--- config.mk ---
export PLATFORM = sky130hd
export DESIGN_NAME = fifo_word_packer_flat
export DESIGN_NICKNAME = d
export VERILOG_FILES = /design/src/rtl/fifo_word_packer_if.sv /design/src/rtl/fifo_word_packer.sv /design/src/flat_wrapper.sv
export SDC_FILE = /design/constraint.sdc
export NUM_CORES = 1
export LEC_CHECK = 0
export ABC_AREA = 1
export ABC_CLOCK_PERIOD_IN_PS = 2750
export CORE_MARGIN = 2
export CORE_UTILIZATION = 30
export DETAILED_ROUTE_END_ITERATION = 8
export HOLD_SLACK_MARGIN = 0.15
export MAX_ROUTING_LAYER = met4
export SYNTH_ARGS = -nofsm -noshare
export SYNTH_HDL_FRONTEND = slang
export SYNTH_SLANG_ARGS = --single-unit
--- constraint.sdc ---
create_clock -name clk -period 2.75 [get_ports clk]
set_input_delay 0.6875 -clock clk [delete_from_list [all_inputs] [get_ports clk]]
set_output_delay 0.6875 -clock clk [all_outputs]
set_load 0.02 [all_outputs]
--- src/rtl/fifo_word_packer_if.sv ---
// Packed-word valid/ready stream from fifo_word_packer toward the bus/DMA stage.
interface fifo_word_packer_if #(
  parameter int DATA_WIDTH = 8,
  parameter int PACK_RATIO = 4
) ();
  localparam int OUT_WIDTH = DATA_WIDTH * PACK_RATIO;
  localparam int BYTES_W   = $clog2(PACK_RATIO) + 1;

  logic [OUT_WIDTH-1:0] m_data;
  logic [BYTES_W-1:0]   m_bytes;
  logic                 m_valid;
  logic                 m_ready;

  modport master (output m_data, m_bytes, m_valid, input  m_ready);
  modport slave  (input  m_data, m_bytes, m_valid, output m_ready);
endinterface

--- src/rtl/fifo_word_packer.sv ---
// Pops bytes from the byte FIFO and packs PACK_RATIO of them per output word.
// Define PACKER_BIG_ENDIAN_EN to place the first byte in the top slot.
module fifo_word_packer #(
  parameter int DATA_WIDTH = 8,
  parameter int PACK_RATIO = 4,
  parameter int OUT_WIDTH  = DATA_WIDTH * PACK_RATIO
) (
  input  logic                  clk,
  input  logic                  reset_n,
  input  logic                  fifo_empty,
  output logic                  fifo_rd_en,
  input  logic [DATA_WIDTH-1:0] fifo_data,
  input  logic                  flush,
  fifo_word_packer_if.master    m,
  output logic                  busy
);
  localparam int CW = $clog2(PACK_RATIO) + 1;
  localparam int SW = CW + 1;
  localparam logic [CW-1:0] FULL = CW'(PACK_RATIO);

  typedef enum logic {ST_RUN, ST_FLUSH} state_t;
  state_t state, state_nxt;

  logic [PACK_RATIO-1:0][DATA_WIDTH-1:0] coll;
  logic [PACK_RATIO-1:0][DATA_WIDTH-1:0] word;
  logic [CW-1:0]        coll_cnt;
  logic                 inflight;
  logic [OUT_WIDTH-1:0] out_data;
  logic [CW-1:0]        out_bytes;
  logic                 out_valid;
  logic                 flush_pend, out_free, coll_full, part_ok, xfer;

  // Collector slots are zero past coll_cnt, so a partial word needs no masking.
  for (genvar i = 0; i < PACK_RATIO; i++) begin : g_slot
`ifdef PACKER_BIG_ENDIAN_EN
    assign word[PACK_RATIO-1-i] = coll[i];
`else
    assign word[i] = coll[i];
`endif
  end

  always_ff @(posedge clk or negedge reset_n)
    if (!reset_n) state <= ST_RUN;
    else          state <= state_nxt;

  always_comb begin
    state_nxt  = state;
    flush_pend = (state == ST_FLUSH);
    out_free   = ~out_valid | m.m_ready;
    coll_full  = (coll_cnt == FULL);
    part_ok    = flush_pend & ~inflight & (coll_cnt != '0) & ~coll_full;
    xfer       = out_free & (coll_full | part_ok);
    fifo_rd_en = reset_n & ~fifo_empty & ~flush_pend &
                 ((SW'(coll_cnt) + SW'(inflight)) < SW'(PACK_RATIO));
    case (state)
      ST_RUN:   if (flush) state_nxt = ST_FLUSH;
      // A full collector drains first; the pending flush then sees coll_cnt=0 or a partial.
      ST_FLUSH: if (~inflight & ((coll_cnt == '0) | (part_ok & out_free))) state_nxt = ST_RUN;
      default:  state_nxt = ST_RUN;
    endcase
  end

  always_ff @(posedge clk or negedge reset_n)
    if (!reset_n) begin
      coll      <= '0;
      coll_cnt  <= '0;
      inflight  <= 1'b0;
      out_data  <= '0;
      out_bytes <= '0;
      out_valid <= 1'b0;
    end else begin
      inflight <= fifo_rd_en;
      // xfer and a capture never coincide: full implies no read in flight,
      // and a partial transfer waits for inflight to clear.
      if (xfer) begin
        out_data  <= word;
        out_bytes <= coll_cnt;
        coll      <= '0;
        coll_cnt  <= '0;
      end else if (inflight) begin
        coll[coll_cnt[CW-2:0]] <= fifo_data;
        coll_cnt               <= coll_cnt + 1'b1;
      end
      if (xfer)           out_valid <= 1'b1;
      else if (m.m_ready) out_valid <= 1'b0;
    end

  assign m.m_data  = out_data;
  assign m.m_bytes = out_bytes;
  assign m.m_valid = out_valid;
  assign busy      = (coll_cnt != '0) | inflight | out_valid;
endmodule

--- src/flat_wrapper.sv ---
// flat-port wrapper written by rule: the top's interface ports become plain ports
module fifo_word_packer_flat 
#(
  parameter int DATA_WIDTH = 8,
  parameter int PACK_RATIO = 4,
  parameter int OUT_WIDTH  = DATA_WIDTH * PACK_RATIO
)
  (clk, reset_n, fifo_empty, fifo_rd_en, fifo_data, flush, busy, m_m_data, m_m_bytes, m_m_valid, m_m_ready);
  fifo_word_packer_if #(.DATA_WIDTH(DATA_WIDTH), .PACK_RATIO(PACK_RATIO)) m_i ();
  input  logic clk;
  input  logic reset_n;
  input  logic fifo_empty;
  output logic fifo_rd_en;
  input  logic [DATA_WIDTH-1:0] fifo_data;
  input  logic flush;
  output logic busy;
  output wire logic [$bits(m_i.m_data)-1:0] m_m_data;
  output wire logic [$bits(m_i.m_bytes)-1:0] m_m_bytes;
  output wire logic [$bits(m_i.m_valid)-1:0] m_m_valid;
  input wire logic [$bits(m_i.m_ready)-1:0] m_m_ready;
  assign m_m_data = m_i.m_data;
  assign m_m_bytes = m_i.m_bytes;
  assign m_m_valid = m_i.m_valid;
  assign m_i.m_ready = m_m_ready;
  fifo_word_packer #(.DATA_WIDTH(DATA_WIDTH), .PACK_RATIO(PACK_RATIO), .OUT_WIDTH(OUT_WIDTH)) u_core (.clk(clk), .reset_n(reset_n), .fifo_empty(fifo_empty), .fifo_rd_en(fifo_rd_en), .fifo_data(fifo_data), .flush(flush), .m(m_i), .busy(busy));
endmodule
==> metrics.md <==
| Metric | Value |
|---|---|
| Final #Nets | between 400 and 500 |
| Power per Cell Area | 1010 nW/um^2 |
| Setup Skew | between 0.005 and 0.006 ns |
| Slew HR | 39.1% |
| Initial antenna violation count | 0 |
| Synthesized net count | 397 |
| Pre-CTS setup slack | between 0.009 and 0.01 ns |
| Clock transition at path regs | 0.08 ns |
| Max Freq | between 400 and 500 MHz |
| Clock buffer depth | 2 |
| Share of layout cells above drive strength 1 | approximately 6.6% |
| Starting Density | a little under a third |
| GP Congestion | 0.753 |
| Ant diodes | 0 |
| Setup_tns | 0 ns |
| Final Max Tran Viols | 0 |
| Die Width | around 110 um |
| R2R Setup Slk | slightly below 0.5 ns |
| Die area | between 10000 and 15000 um^2 |
| Actual slew at the worst max-slew pin | roughly 0.91 ns |
| Commonest non-fill, non-tap cell in the layout | nand2_1 |
| Routed Antenna Nets | 0 |
| H-tree depth | 3 |
| Critical Path RT | roughly 2 ns |
| DRT iter0 DRCs | roughly 210 |
| DRT Pass-1 Iters | 4 |
| Synth cell types | 18 |
| Commonest cells after routing, fill and taps aside | nand2_1, dfrtp_1, inv_1, clkdlybuf4s50_1, nand4_1 |
| DR vias | 2548 |
| Crit. End Element | output port |
| Total CTS buffers | 9 |
| Synth Area per Inst | between 8 and 9 um^2 |
| Die Y | 108 um |
| HPWL Detailed | 4830 um |
| Critical setup path kind | in2out |
| Final Hold Vio Count | 0 |
| Post-synthesis sequential area ratio | 56.8% |
| IR drop worst, VDD | 375 uV |
| Largest net degree at the start of global routing | 74 |
| Cell Rows | 37 |
| Total gr overflow | 0 |
| Final WS setup | between 0.2 and 0.3 ns |
| Register bit total from synthesis | 73 |
| Outcome | finished, final reports clean |
| Final setup viols | 0 |
| Post-CTS Setup Bufs | 0 |
| First-pass GRT wire length | roughly 13000 um |
| Worst EP arrival | 1.77 ns |
| Area of the mapped netlist | between 3000 and 4000 um^2 |
| Worst-Skew Late Latency | between 0.3 and 0.4 ns |
| Final worst-path cycle share | between 80% and 90% |
| Root buf cell | clkbuf_8 |
| Crit-path max FO | 2 |
| Fillers | approximately 1100 |
| IO buf count | 50 |
| Leakage power | roughly 2.2 nW |
| Unrepaired setup endpoints after global routing | false |
| YS warnings | 0 |
| CTS tree | done |
| Vias per Instance | 4.53 |
| Routed WL | between 7000 and 8000 um |
| WL/cell | 13.4 um |
| DRC | 0 |
| Area Growth Syn to Fin | 26.0% |
| # IOs | 51 |
| Syn Inst Count | 380 |
| Startpoint Class | input port |
| Hold bufs inserted after CTS | 0 |
| Max_cap viols | 0 |
| Clk sinks | between 70 and 80 |
| Core area | 10400 um^2 |
| All-Layer GR Usage | approximately 15% |
| Min Tclk post-route | between 2 and 2.5 ns |
| Hold Crit Class | reg2reg |
| Vias in the first global route | about 2400 |
## cells in the mapped netlist
library cell    n  area (um^2)
nand2_1       146          548
inv_2           1         3.75
o21ai_0        26          130
xor2_1          1         8.76
dfrtp_1        73         1830
o21ai_1         7         35.0
ha_1            4         50.1
nand4_1        35          219
nand2_4         1         11.3
nand2_2         4         25.0
nand3_1         1         5.00
buf_2          19         95.1
nor2_1          5         18.8
buf_4           2         15.0
a21oi_1         2         10.0
nand3_4         1         17.5
inv_1          50          188
clkbuf_1        2         7.51
## registers in the layout, indices dropped and copies added (netlist names)
register and cells:
u_core.coll 32, u_core.coll_cnt 3, u_core.flush_pend 1, u_core.inflight 1, u_core.m.m_bytes 3, u_core.m.m_data 32, u_core.m.m_valid 1
## stage by stage
| step | power [mW] | cells | hold slack, ns | area (um^2) | utilization, % |
|---|---|---|---|---|---|
| 6_report | 4.09 | 563 | 0.476 | 4050 | 39.0 |
| 5_1_grt | 4.38 | 563 | 0.497 | 4050 | 39.0 |
| 4_1_cts | 4.14 | 563 | 0.482 | 4050 | 39.0 |
| 3_3_place_gp | 3.07 | 547 | 0.456 | 3800 | 36.7 |
| 2_1_floorplan | 2.55 | 380 | 0.392 | 3210 | - |
| 3_5_place_dp | 3.10 | 547 | 0.461 | 3800 | 36.7 |
## where the power goes
part           switching [mW]  total [mW]  internal, mW
Sequential              0.157        1.47          1.31
Clock                   0.423        1.03         0.602
Combinational            1.05        1.60         0.544
## worst paths after layout
kind,depth (start not counted),end,from
max,5,fifo_rd_en,fifo_empty
max in group asynchronous,2,u_core.m.m_data[19],reset_n
min in group asynchronous,2,u_core.m.m_data[1],reset_n
min,2,u_core.m.m_data[0],u_core.m.m_data[0]
max reg2reg,8,u_core.m.m_data[21],u_core.coll_cnt[0]
min reg2reg,2,u_core.m.m_data[0],u_core.m.m_data[0]
## what timing repair did
action	in CTS	in global routing
resized for setup	1	1
setup endpoints to repair	1	1
cloned	0	0
## cell families (layout without fill, tap and decap cells)
family | after synthesis | after routing | synth area share, %
flops | 73 | 73 | 56.8
xor+xnor | 1 | 1 | 0.273
fa+ha+maj | 4 | 4 | 1.56
compound gates | 35 | 35 | 5.45
buf+inv | 74 | 121 | 9.61
simple gates | 193 | 193 | 26.3
## area by class of cell
type                       count  area [um^2]  share of cell area [%]
clock buffer                   9          124                    3.06
sequential                    73         1830                    45.1
clock inverter                 7          119                    2.94
timing repair buffer          54          539                    13.3
tap                          136          170                    4.20
multi-input combinational    233         1080                    26.6
inverter                      51          191                    4.73
## critical path, stage by stage
cell             delay [ns]
clkdlybuf4s50_1        0.40
nor2_1                 0.08
nand3_1                0.08
a21oi_1                0.16
dlygate4sd2_1          0.35
## layer usage
metal	vias to the layer above	share of wire, %	GRT usage, %
met5	-	0	-
met4	0	0.93	5.04
met3	4	5.1	3.45
met2	66	46	21.9
met1	1199	48	19.9
li1	1279	-	-
Power figures use the tool's default switching activity.
